<file path="src/rtl/clk_rst_seq_pkg.sv">
// Shared types and defaults for the clock-enable / reset sequencer.
// Timeout feature: CLK_RST_SEQUENCER_TIMEOUT_EN.
package clk_rst_seq_pkg;

    localparam int ST_W      = 3;
    localparam int DIV_W_DEF = 4;
    localparam int CNT_W_DEF = 8;
    localparam int TMO_W     = 32;

    typedef enum logic [ST_W-1:0] {
        S_RESET  = 3'd0,
        S_HOLD   = 3'd1,
        S_RUN    = 3'd2,
        S_HALTED = 3'd3,
        S_DONE   = 3'd4
    } seq_state_t;

endpackage

</file>
<file path="src/rtl/clk_rst_sequencer_divider.sv">
// Programmable-ratio enable divider; period is div_q+1 cycles.
// div_cfg is resampled only at period boundaries or on restart.
module clk_en_divider
    import clk_rst_seq_pkg::*;
#(
    parameter int DIV_W = DIV_W_DEF
) (
    input  logic             clk,
    input  logic             rst,
    input  logic             restart,
    input  logic [DIV_W-1:0] div_cfg,
    output logic             clk_en_raw,
    output logic             period_last
);

    logic [DIV_W-1:0] div_cnt;
    logic [DIV_W-1:0] div_q;

    assign clk_en_raw  = (div_cnt == '0);
    assign period_last = (div_cnt == div_q);

    always_ff @(posedge clk) begin
        if (rst) begin
            div_cnt <= '0;
            div_q   <= '0;
        end else if (restart || period_last) begin
            div_cnt <= '0;
            div_q   <= div_cfg;
        end else begin
            div_cnt <= div_cnt + 1'b1;
        end
    end

endmodule

</file>
<file path="src/rtl/clk_rst_sequencer.sv">
// Core reset stretcher, clock-enable generator and halt handshake.
// Optional cycle-budget timeout: CLK_RST_SEQUENCER_TIMEOUT_EN.
module clk_rst_sequencer
    import clk_rst_seq_pkg::*;
#(
    parameter int RST_CYCLES = 16,
    parameter int DIV_W      = DIV_W_DEF,
    parameter int CNT_W      = CNT_W_DEF
`ifdef CLK_RST_SEQUENCER_TIMEOUT_EN
    ,
    parameter logic [TMO_W-1:0] TIMEOUT_CYCLES = 32'd1000000
`endif
) (
    input  logic             clk,
    input  logic             rst,
    input  logic [DIV_W-1:0] div_cfg,
    input  logic             halt_req,
    output logic             rst_core,
    output logic             clk_en,
    output logic             run,
    output logic             halt_ack,
    output logic             timeout
);

    localparam logic [CNT_W-1:0] HOLD_LAST = CNT_W'(RST_CYCLES - 1);
    localparam logic [CNT_W-1:0] CNT_MAX   = '1;

    seq_state_t       state;
    seq_state_t       state_nxt;
    logic [CNT_W-1:0] stretch_cnt;
    logic             restart;
    logic             clk_en_raw;
    logic             period_last;
    logic             expire;

    clk_en_divider #(
        .DIV_W(DIV_W)
    ) u_div (
        .clk        (clk),
        .rst        (rst),
        .restart    (restart),
        .div_cfg    (div_cfg),
        .clk_en_raw (clk_en_raw),
        .period_last(period_last)
    );

    // Every entry into RUN restarts the period so the first cycle pulses.
    assign restart = (state_nxt == S_RUN) && (state != S_RUN);
    assign clk_en  = (state == S_RUN) && clk_en_raw;

`ifdef CLK_RST_SEQUENCER_TIMEOUT_EN
    logic [TMO_W-1:0] tmo_cnt;

    always_ff @(posedge clk) begin
        if (rst) begin
            tmo_cnt <= '0;
        end else if (clk_en) begin
            tmo_cnt <= tmo_cnt + 1'b1;
        end
    end

    assign expire = clk_en && (tmo_cnt == TIMEOUT_CYCLES - 1'b1);
`else
    assign expire  = 1'b0;
    assign timeout = 1'b0;
`endif

    // Saturating count of edges seen with rst low.
    always_ff @(posedge clk) begin
        if (rst) begin
            stretch_cnt <= '0;
        end else if (stretch_cnt != CNT_MAX) begin
            stretch_cnt <= stretch_cnt + 1'b1;
        end
    end

    always_comb begin
        state_nxt = state;
        unique case (state)
            S_RESET: begin
                state_nxt = (RST_CYCLES == 1) ? S_RUN : S_HOLD;
            end
            S_HOLD: begin
                if (stretch_cnt >= HOLD_LAST) begin
                    state_nxt = S_RUN;
                end
            end
            S_RUN: begin
                if (expire) begin
                    state_nxt = S_DONE;
                end else if (halt_req && period_last) begin
                    state_nxt = S_HALTED;
                end
            end
            S_HALTED: begin
                if (!halt_req) begin
                    state_nxt = S_RUN;
                end
            end
            S_DONE: begin
                state_nxt = S_DONE;
            end
            default: begin
                state_nxt = S_RESET;
            end
        endcase
        if (rst) begin
            state_nxt = S_RESET;
        end
    end

    always_ff @(posedge clk) begin
        if (rst) begin
            state    <= S_RESET;
            rst_core <= 1'b1;
            run      <= 1'b0;
            halt_ack <= 1'b0;
        end else begin
            state    <= state_nxt;
            rst_core <= (state_nxt == S_RESET) ||
                        (state_nxt == S_HOLD);
            run      <= (state_nxt == S_RUN);
            halt_ack <= (state_nxt == S_HALTED);
        end
    end

`ifdef CLK_RST_SEQUENCER_TIMEOUT_EN
    always_ff @(posedge clk) begin
        if (rst) begin
            timeout <= 1'b0;
        end else begin
            timeout <= (state_nxt == S_DONE);
        end
    end
`endif

endmodule
</file>
<file path="config.mk">
export PLATFORM = sky130hd
export DESIGN_NAME = clk_rst_sequencer
export DESIGN_NICKNAME = d
export VERILOG_FILES = /design/src/rtl/clk_rst_seq_pkg.sv /design/src/rtl/clk_rst_sequencer_divider.sv /design/src/rtl/clk_rst_sequencer.sv
export SDC_FILE = /design/constraint.sdc
export NUM_CORES = 1
export LEC_CHECK = 0
export ABC_CLOCK_PERIOD_IN_PS = 2000
export BUFFER_PORTS_ARGS = -buffer_cell sky130_fd_sc_hd__buf_2
export CORE_MARGIN = 2
export CORE_UTILIZATION = 45
export DETAILED_ROUTE_END_ITERATION = 7
export SYNTH_ARGS = -nofsm -noshare
export SYNTH_HDL_FRONTEND = slang
export SYNTH_SLANG_ARGS = --single-unit
export TNS_END_PERCENT = 30
</file>
<file path="constraint.sdc">
create_clock -name clk -period 2 [get_ports clk]
set_input_delay 0.2 -clock clk [delete_from_list [all_inputs] [get_ports clk]]
set_output_delay 0.2 -clock clk [all_outputs]
set_load 0.1 [all_outputs]
</file>
Word level (Yosys, flattened, before mapping)
Cells that the tools add are included.

word-level totals
  register bits after elaboration = 22
  input port bits = 7
  output and inout bits = 5
  logic and storage cells = 34

operators by class
  $add $sub $neg = 2
  magnitude comparators = 1
  equality and inequality tests = 10
  multiplexer cells = 5
  reduce and logical (&&, ||, !) cells = 9

operators with widths
  cell                                                  count
  one-hot mux 3 bit (5 select lines)                    1
  == test 3 x 2 -> 1 bit (second input constant)        4
  two-way mux 3 bit                                     4
  adder 8 x 1 -> 8 bit (second input constant)          1
  >= comparator 8 x 4 -> 1 bit (second input constant)  1
  != test 8 bit (second input constant)                 1
  == test 3 x 1 -> 1 bit (second input constant)        2
  zero test 3 bit                                       2
  adder 4 x 1 -> 4 bit (second input constant)          1
  == test 4 bit                                         1
  zero test 4 bit                                       1
  == test 3 bit (second input constant)                 1
  logical AND 1 bit                                     3
  != test 3 x 2 -> 1 bit (second input constant)        1
  logical OR 1 bit                                      2
  OR reduction 2 bit                                    1

Depth between registers and ports, before layout
Gate-level depths: netlist of run 1.

  depth after elaboration = 9
  gate-level depth with buffers = 6
  gate-level depth less buffers = 6

By module
From an unflattened synthesis of run 1, not the netlist that was laid out.

unflattened totals
  cell total of the unflattened synthesis = 113
  area total of the unflattened synthesis = 1089.8 sq um

by module, submodules not included
  module             times used  cells an instance  area each (sq um)
  clk_rst_sequencer  1           73                 649.4
  clk_en_divider     1           40                 440.4

Least setup slack after synthesis of run 1
OpenSTA, ideal clock, no wires.

  kind = register -> output
  start point = register u_div.div_cnt[0]
  end point = output port clk_en
  data arrival time = 3144 ps
  required time = 1800 ps
  path slack = -1344 ps
  cell stages (with the launch flop) = 5
  cells stage by stage = dfxtp_1 inv_1 ha_1 or4b_1 nor3b_1

between the ends
  longest elaborated chain between the ends = 2

ends and longest elaborated chain
  element                 line                             RTL
  from (decl)             clk_rst_sequencer_divider.sv:16  logic [DIV_W-1:0] div_cnt;
  from (signal assigned)  clk_rst_sequencer_divider.sv:30  div_cnt <= div_cnt + 1'b1;
  zero test 4 bit         clk_rst_sequencer_divider.sv:19  assign clk_en_raw = (div_cnt == '0);
  logical AND 1 bit       clk_rst_sequencer.sv:49          assign clk_en = (state == S_RUN) && clk_en_raw;
  to (decl)               clk_rst_sequencer.sv:19          output logic clk_en,

Every way passes these cells.

Worst setup path after layout of run 1
Ends and elaborated chain as after synthesis.

==> results.cfg, run 1 <==
[run_status]
outcome = finished clean

[pwr]
power.leakage_nw = 0.491
power_density_nw_per_um2 = 1020
power.ir.vdd_worst_uv = 538

[cells_and_area]
antenna_cells = 0
design.final.nets = 130
area_delta_synth_final_pct = 18.2
most-common-layout-cells = 20 x sky130_fd_sc_hd__dfxtp_1, 13 x sky130_fd_sc_hd__nor2_1, 9 x sky130_fd_sc_hd__buf_2
drive_above_1_share = 0.218
mostFrequentLayoutCell = sky130_fd_sc_hd__dfxtp_1
num-fill-cells = 227
stdcell_count = 147

[yosys]
synth.cell_area_um2 = 1010
synth.net_count = 115
synth_top_flop_cell = sky130_fd_sc_hd__dfxtp_1
synth_simple_gate_area_share = 0.271
postSynth.asyncResetShare = 0
yosys_warnings = 0
synth-xor-area-share = 0.0784
muxShareOfSynthArea = 0.0498
synthesis.instances = 105
synth_edf_count = 0
yosysTopAreaCellShare = 0.438
synthesis.area_per_instance_um2 = 9.58
synth-seq-area-share = 0.438
synth_top_family_by_area = simple AND/OR/NAND/NOR gates
synth-seq-cells = 22
synth.distinct_cells = 34
synth.top_cells.by_area = sky130_fd_sc_hd__dfxtp_1 44%, sky130_fd_sc_hd__xor2_1 7.0%, sky130_fd_sc_hd__mux2i_1 5.0%, sky130_fd_sc_hd__nand2b_1 5.0%, sky130_fd_sc_hd__nor2_1 4.9%
synth_compound_gate_area_share = 0.0958
post-synth-top-area-cell = sky130_fd_sc_hd__dfxtp_1
synth-adder-area-share = 0.0373

[sta]
finalHoldViolations = 0
worst_hold_slack_ps = 140
fin_crit_sh = 0.964
setup_viol = 0
finalMaxSlewViolations = 0
fmaxAchievable_mhz = 518
grt_setup_unrepaired = no
min_period_ps = 1930
fin_skew_ps = 7.42

[routing]
vias = 749
routed_wl_um = 1750
routedWlPerCell_um = 11.9
vias_per_cell = 5.10
detailedRoute.firstPassIterationCount = 4
detail_route.iter0.violations = 7
drc = 0
route.antenna.remaining_nets = 0

[cts]
clk-insertion-delay-late_ps = 300
cts_max_path_buffers = 2
clock_sink_count = 22
tritoncts = done
cts_hold_buf = 0
htree_num_levels = 1
clk_root_buffer_cell = sky130_fd_sc_hd__clkbuf_4
clk_transition_reported_paths_ps = 110
cts_buffers = 3

[grt]
combined_global_route_utilization_of_all_metal_layers = 0.160
grtUsageMet1 = 0.219
globalRouteMet2Util = 0.242
maximum_number_of_pins_on_one_net_before_global_route_repair = 24
grt-ovfl-total = 0
grt_antenna_before_repair = 0
vias_in_the_first_global_route = 688
wire_length_of_the_first_global_routing_pass_um = 3150
top_usage_layer = met2
global_route.usage.met3 = 0.0263

[setup_path]
setup.worst_path.end_class = primary output
wp_data_arrival_ps = 1730
cpMaxStageDelayCell = sky130_fd_sc_hd__or4b_4
worst_r2r_startpoint = stretch_cnt[0]
worstSetupPathType = register to primary output
endpoint_required_time_on_the_critical_path_ps = 1800
crit_path_cell_trace = inv_1 -> ha_1 -> or4b_4 -> nor3b_4 -> buf_12
r2r-end = u_div.div_q[3]
worst_path_largest_cell_delay_ps = 460
rr_worst_depth = 5
regToRegSetupSlack_ps = 360
start_kind = register
path_max_fanout = 3

[min_path]
worstHoldStart = div_cfg[2]
worstHoldEndpoint = u_div.div_q[2]
holdCritPathClass = input pin to register
hold-path-cell-count = 3

[die]
die_height_um = 51.3
die_w_um = 51.3
number_of_cell_rows = 17
placeableCoreArea_um2 = 2170
starting_density_of_the_core = 0.464
pin_count = 12
die_area_um2 = 2630

[placed_design]
place_inst = 140
place_hpwl_um = 1260
portBuffers = 10
gpl.final_weighted_congestion = 0.759

[flow_run]
max_cap_viol_count = 0
==> logic make-up after synthesis <==
logic type,count (synthesis)
AOI/OAI and AO/OA,11
xor gates and xnor gates,9
adders and majority gates,3
buffers and inverters,6
DFF,22
muxes,5
other,1
and+or+nand+nor,48
==> worst max-delay path by stage <==
stage / depth (start not counted) / from / to
3_5_place_dp: 5 / u_div.div_cnt[1] / clk_en
4_1_cts: 5 / u_div.div_cnt[1] / clk_en
6_report: 5 / u_div.div_cnt[0] / clk_en
5_1_grt: 5 / u_div.div_cnt[1] / clk_en
3_3_place_gp: 5 / u_div.div_cnt[1] / clk_en
2_1_floorplan: 4 / u_div.div_cnt[0] / clk_en
==> sequential cells by signal (all words and copies together) (netlist names) <==
| signal | cells |
|---|---|
| u_div.div_cnt | 4 |
| stretch_cnt | 8 |
| rst_core | 1 |
| u_div.div_q | 4 |
| halt_ack | 1 |
| state | 3 |
| run | 1 |
==> routing by layer <==
layer / vias up / routed length, um
met4: 0 / 14
met3: 2 / 55
met2: 9 / 809
li1: 391 / -
met1: 347 / 870
met5: - / 0
==> report_power, final <==
part / total, mW / internal, mW / switching [mW]
Clock: 0.333 / 0.203 / 0.130
Combinational: 0.350 / 0.182 / 0.168
Sequential: 0.534 / 0.496 / 0.0374
Total: 1.22 / 0.881 / 0.335
==> synth_stat cells (2+ instances only) <==
library cell	number
sky130_fd_sc_hd__dfxtp_1	22
sky130_fd_sc_hd__nor2_1	13
sky130_fd_sc_hd__nand2b_1	8
sky130_fd_sc_hd__xor2_1	8
sky130_fd_sc_hd__nor3_1	7
sky130_fd_sc_hd__mux2i_1	5
sky130_fd_sc_hd__o21ai_0	4
sky130_fd_sc_hd__ha_1	3
sky130_fd_sc_hd__inv_1	3
sky130_fd_sc_hd__nand2_1	3
sky130_fd_sc_hd__clkbuf_1	2
sky130_fd_sc_hd__nand3_1	2
sky130_fd_sc_hd__nor2b_1	2
sky130_fd_sc_hd__nor3b_1	2
sky130_fd_sc_hd__or4b_1	2
==> through the flow <==
stage               setup WS (ps)  power, mW  utilization  setup TNS (ps)  area, um2
detailed placement            369      0.848        0.510               0       1110
CTS                          2.66       1.19        0.535               0       1160
finish                       71.3       1.22        0.548               0       1190
floorplan                   -20.5      0.799            -           -20.5       1020
global placement              380      0.850        0.510               0       1110
global route                 2.22       1.30        0.548               0       1190
==> worst max-delay path, delay by kind of cell, from the launching register on <==
kind,cells,cell delay [ps]
adder cells (fa/ha/maj),1,120
buffers and inverters,2,250
flip-flops,1,360
AND/OR/NAND/NOR,2,690
==> layout make-up <==
type | count | area [um2] | area share
Sequential cell | 22 | 448 | 0.377
Inverter | 3 | 11.3 | 0.00947
Timing Repair Buffer | 13 | 87.6 | 0.0737
Tap cell | 28 | 35.0 | 0.0295
Clock buffer | 3 | 22.5 | 0.0189
Clock inverter | 1 | 30.0 | 0.0253
Multi-Input combinational cell | 77 | 554 | 0.466
==> timing repair <==
item	4_1_cts	5_1_grt
resized for setup	0	3
endpoints found under the setup margin	0	1
buffers inserted	0	3
No activity file was read; power rests on OpenSTA's default activity.
==> inputs of run 2 (changes only) <==
--- a/config.mk
+++ b/config.mk
@@ -10,6 +10,7 @@
 export CORE_MARGIN = 2
 export CORE_UTILIZATION = 45
 export DETAILED_ROUTE_END_ITERATION = 7
+export PLACE_DENSITY_LB_ADDON = 0.25
 export SYNTH_ARGS = -nofsm -noshare
 export SYNTH_HDL_FRONTEND = slang
 export SYNTH_SLANG_ARGS = --single-unit
==> run 2 against run 1 <==
Sequential share of layout area is 1.4 points higher. Non-clock buffer count shrank 2. Clock power decreased by 40%. Register-to-register slack about the same. Final area fell by 4.0%. Critical path type unchanged.
==> results.cfg, run 2 (synthesis gave the netlist of run 1 again) <==
[sta]
grt_setup_unrepaired = no
setup_viol = 0
finalHoldViolations = 0
fin_crit_sh = 0.974
fin_skew_ps = 0.934
min_period_ps = 1950
fmaxAchievable_mhz = 513
finalMaxSlewViolations = 0
worst_slack_ps = 51.6

[grt]
combined_global_route_utilization_of_all_metal_layers = 0.148
maximum_number_of_pins_on_one_net_before_global_route_repair = 24
grt-ovfl-total = 0
grt_antenna_before_repair = 0
vias_in_the_first_global_route = 677
wire_length_of_the_first_global_routing_pass_um = 2930

[routing]
detailedRoute.firstPassIterationCount = 4
vias = 720
routedWlPerCell_um = 11.8
routed_wl_um = 1690
vias_per_cell = 5.00
detail_route.iter0.violations = 4
drc = 0
route.antenna.remaining_nets = 0

[die]
pin_count = 12
number_of_cell_rows = 17
die_area_um2 = 2630
die_height_um = 51.3
die_w_um = 51.3
placeableCoreArea_um2 = 2170
starting_density_of_the_core = 0.464

[cts]
clk-insertion-delay-late_ps = 300
clk_root_buffer_cell = sky130_fd_sc_hd__clkbuf_4
cts_max_path_buffers = 2
clock_sink_count = 22
cts_buffers = 3
tritoncts = done
cts_hold_buf = 0
htree_num_levels = 1
clk_transition_reported_paths_ps = 120

[setup_path]
worst_r2r_startpoint = stretch_cnt[0]
cpMaxStageDelayCell = sky130_fd_sc_hd__or4b_4
endpoint_required_time_on_the_critical_path_ps = 1800
crit_cells = 5
start_kind = register
worst_path_largest_cell_delay_ps = 460
worstSetupPathType = register to primary output
critPathTopFamily = simple AND/OR/NAND/NOR gates
setup.worst_path.end = clk_en
r2r-end = u_div.div_q[2]
setup.worst_path.end_class = primary output
regToRegSetupSlack_ps = 360
buf_inv_on_cp = 2
path_max_fanout = 3
timing.critical_path.from = u_div.div_cnt[0]
crit_path_cell_trace = inv_1 -> ha_1 -> or4b_4 -> nor3b_4 -> buf_12
wp_data_arrival_ps = 1750
rr_worst_depth = 5

[cells_and_area]
antenna_cells = 0
top_regs = stretch_cnt: 8 flops, u_div.div_cnt: 4 flops, u_div.div_q: 4 flops
design.final.nets = 128
layout.core_utilization = 0.526
biggest_register = stretch_cnt
largest_register_ffs = 8
drive_above_1_share = 0.198
area_delta_synth_final_pct = 13.4
mostFrequentLayoutCell = sky130_fd_sc_hd__dfxtp_1
most-common-layout-cells = 20 x sky130_fd_sc_hd__dfxtp_1, 13 x sky130_fd_sc_hd__nor2_1, 9 x sky130_fd_sc_hd__buf_2
layout.cell_area.non_filler_um2 = 1140
num-fill-cells = 234

[flow_run]
max_cap_viol_count = 0

[run_status]
outcome = finished clean

[pwr]
power_density_nw_per_um2 = 928
power.leakage_nw = 0.466
power.ir.vdd_worst_uv = 614

[placed_design]
portBuffers = 10
place_hpwl_um = 1250
dpl_cell_area_um2 = 1110
gpl.final_weighted_congestion = 0.756
preCtsSetupSlack_ps = 358

[min_path]
holdCritPathClass = input pin to register
[run 2: changes by cell type in the layout (fill, tap and decap cells not counted)]
cell | previous run | this run
sky130_fd_sc_hd__dfxtp_4 | 2 | 1
sky130_fd_sc_hd__dfxtp_2 | 0 | 1
sky130_fd_sc_hd__bufinv_16 | 1 | 0
sky130_fd_sc_hd__buf_4 | 3 | 1
[run 2: through the flow]
step	power (mW)	instances	setup TNS [ps]	hold slack (ps)
floorplan	0.799	105	-20.5	290
global placement	0.848	140	0	444
detailed placement	0.855	140	0	458
CTS	1.05	143	0	132
global route	1.12	144	0	138
finish	1.06	144	0	138
[run 2: power breakdown]
group / internal, mW / switching [mW]
logic: 0.163 / 0.163
registers: 0.493 / 0.0404
clock network: 0.0701 / 0.129
total: 0.727 / 0.332
[run 2: worst min-delay path by stage]
stage                                 from               end  slack [ps]  cells past startpoint
after global placement    u_div.div_cnt[0]  u_div.div_cnt[0]         440                      1
after floorplan                        rst          state[2]         290                      1
after detailed placement  u_div.div_cnt[0]  u_div.div_cnt[0]         460                      1
after global routing            div_cfg[0]    u_div.div_q[0]         140                      3
after CTS                       div_cfg[0]    u_div.div_q[0]         130                      3
final                           div_cfg[0]    u_div.div_q[0]         140                      3
[run 2: area by class of cell]
cell class,count,area (um2),area share
Sequential cell,22,445,0.390
Tap cell,28,35.0,0.0307
Multi-Input combinational cell,77,554,0.486
Clock buffer,3,22.5,0.0197
Timing Repair Buffer,11,72.6,0.0636
Inverter,3,11.3,0.00987
[run 2: repair_timing]
action                     CTS  global route
buffers inserted             0             1
resized for setup            0             2
hold endpoints to repair     0             0
setup endpoints to repair    0             1
[run 2: tightest hold or removal path, stage by stage]
cell and delay (ps):
sky130_fd_sc_hd__buf_2 90, sky130_fd_sc_hd__nand2b_1 50, sky130_fd_sc_hd__mux2i_1 50
[run 2: layer usage]
layer	global-route usage	wire length, um
met1	0.194	815
met2	0.229	814
met3	0.0263	46
met4	0.0789	17
met5	0	0
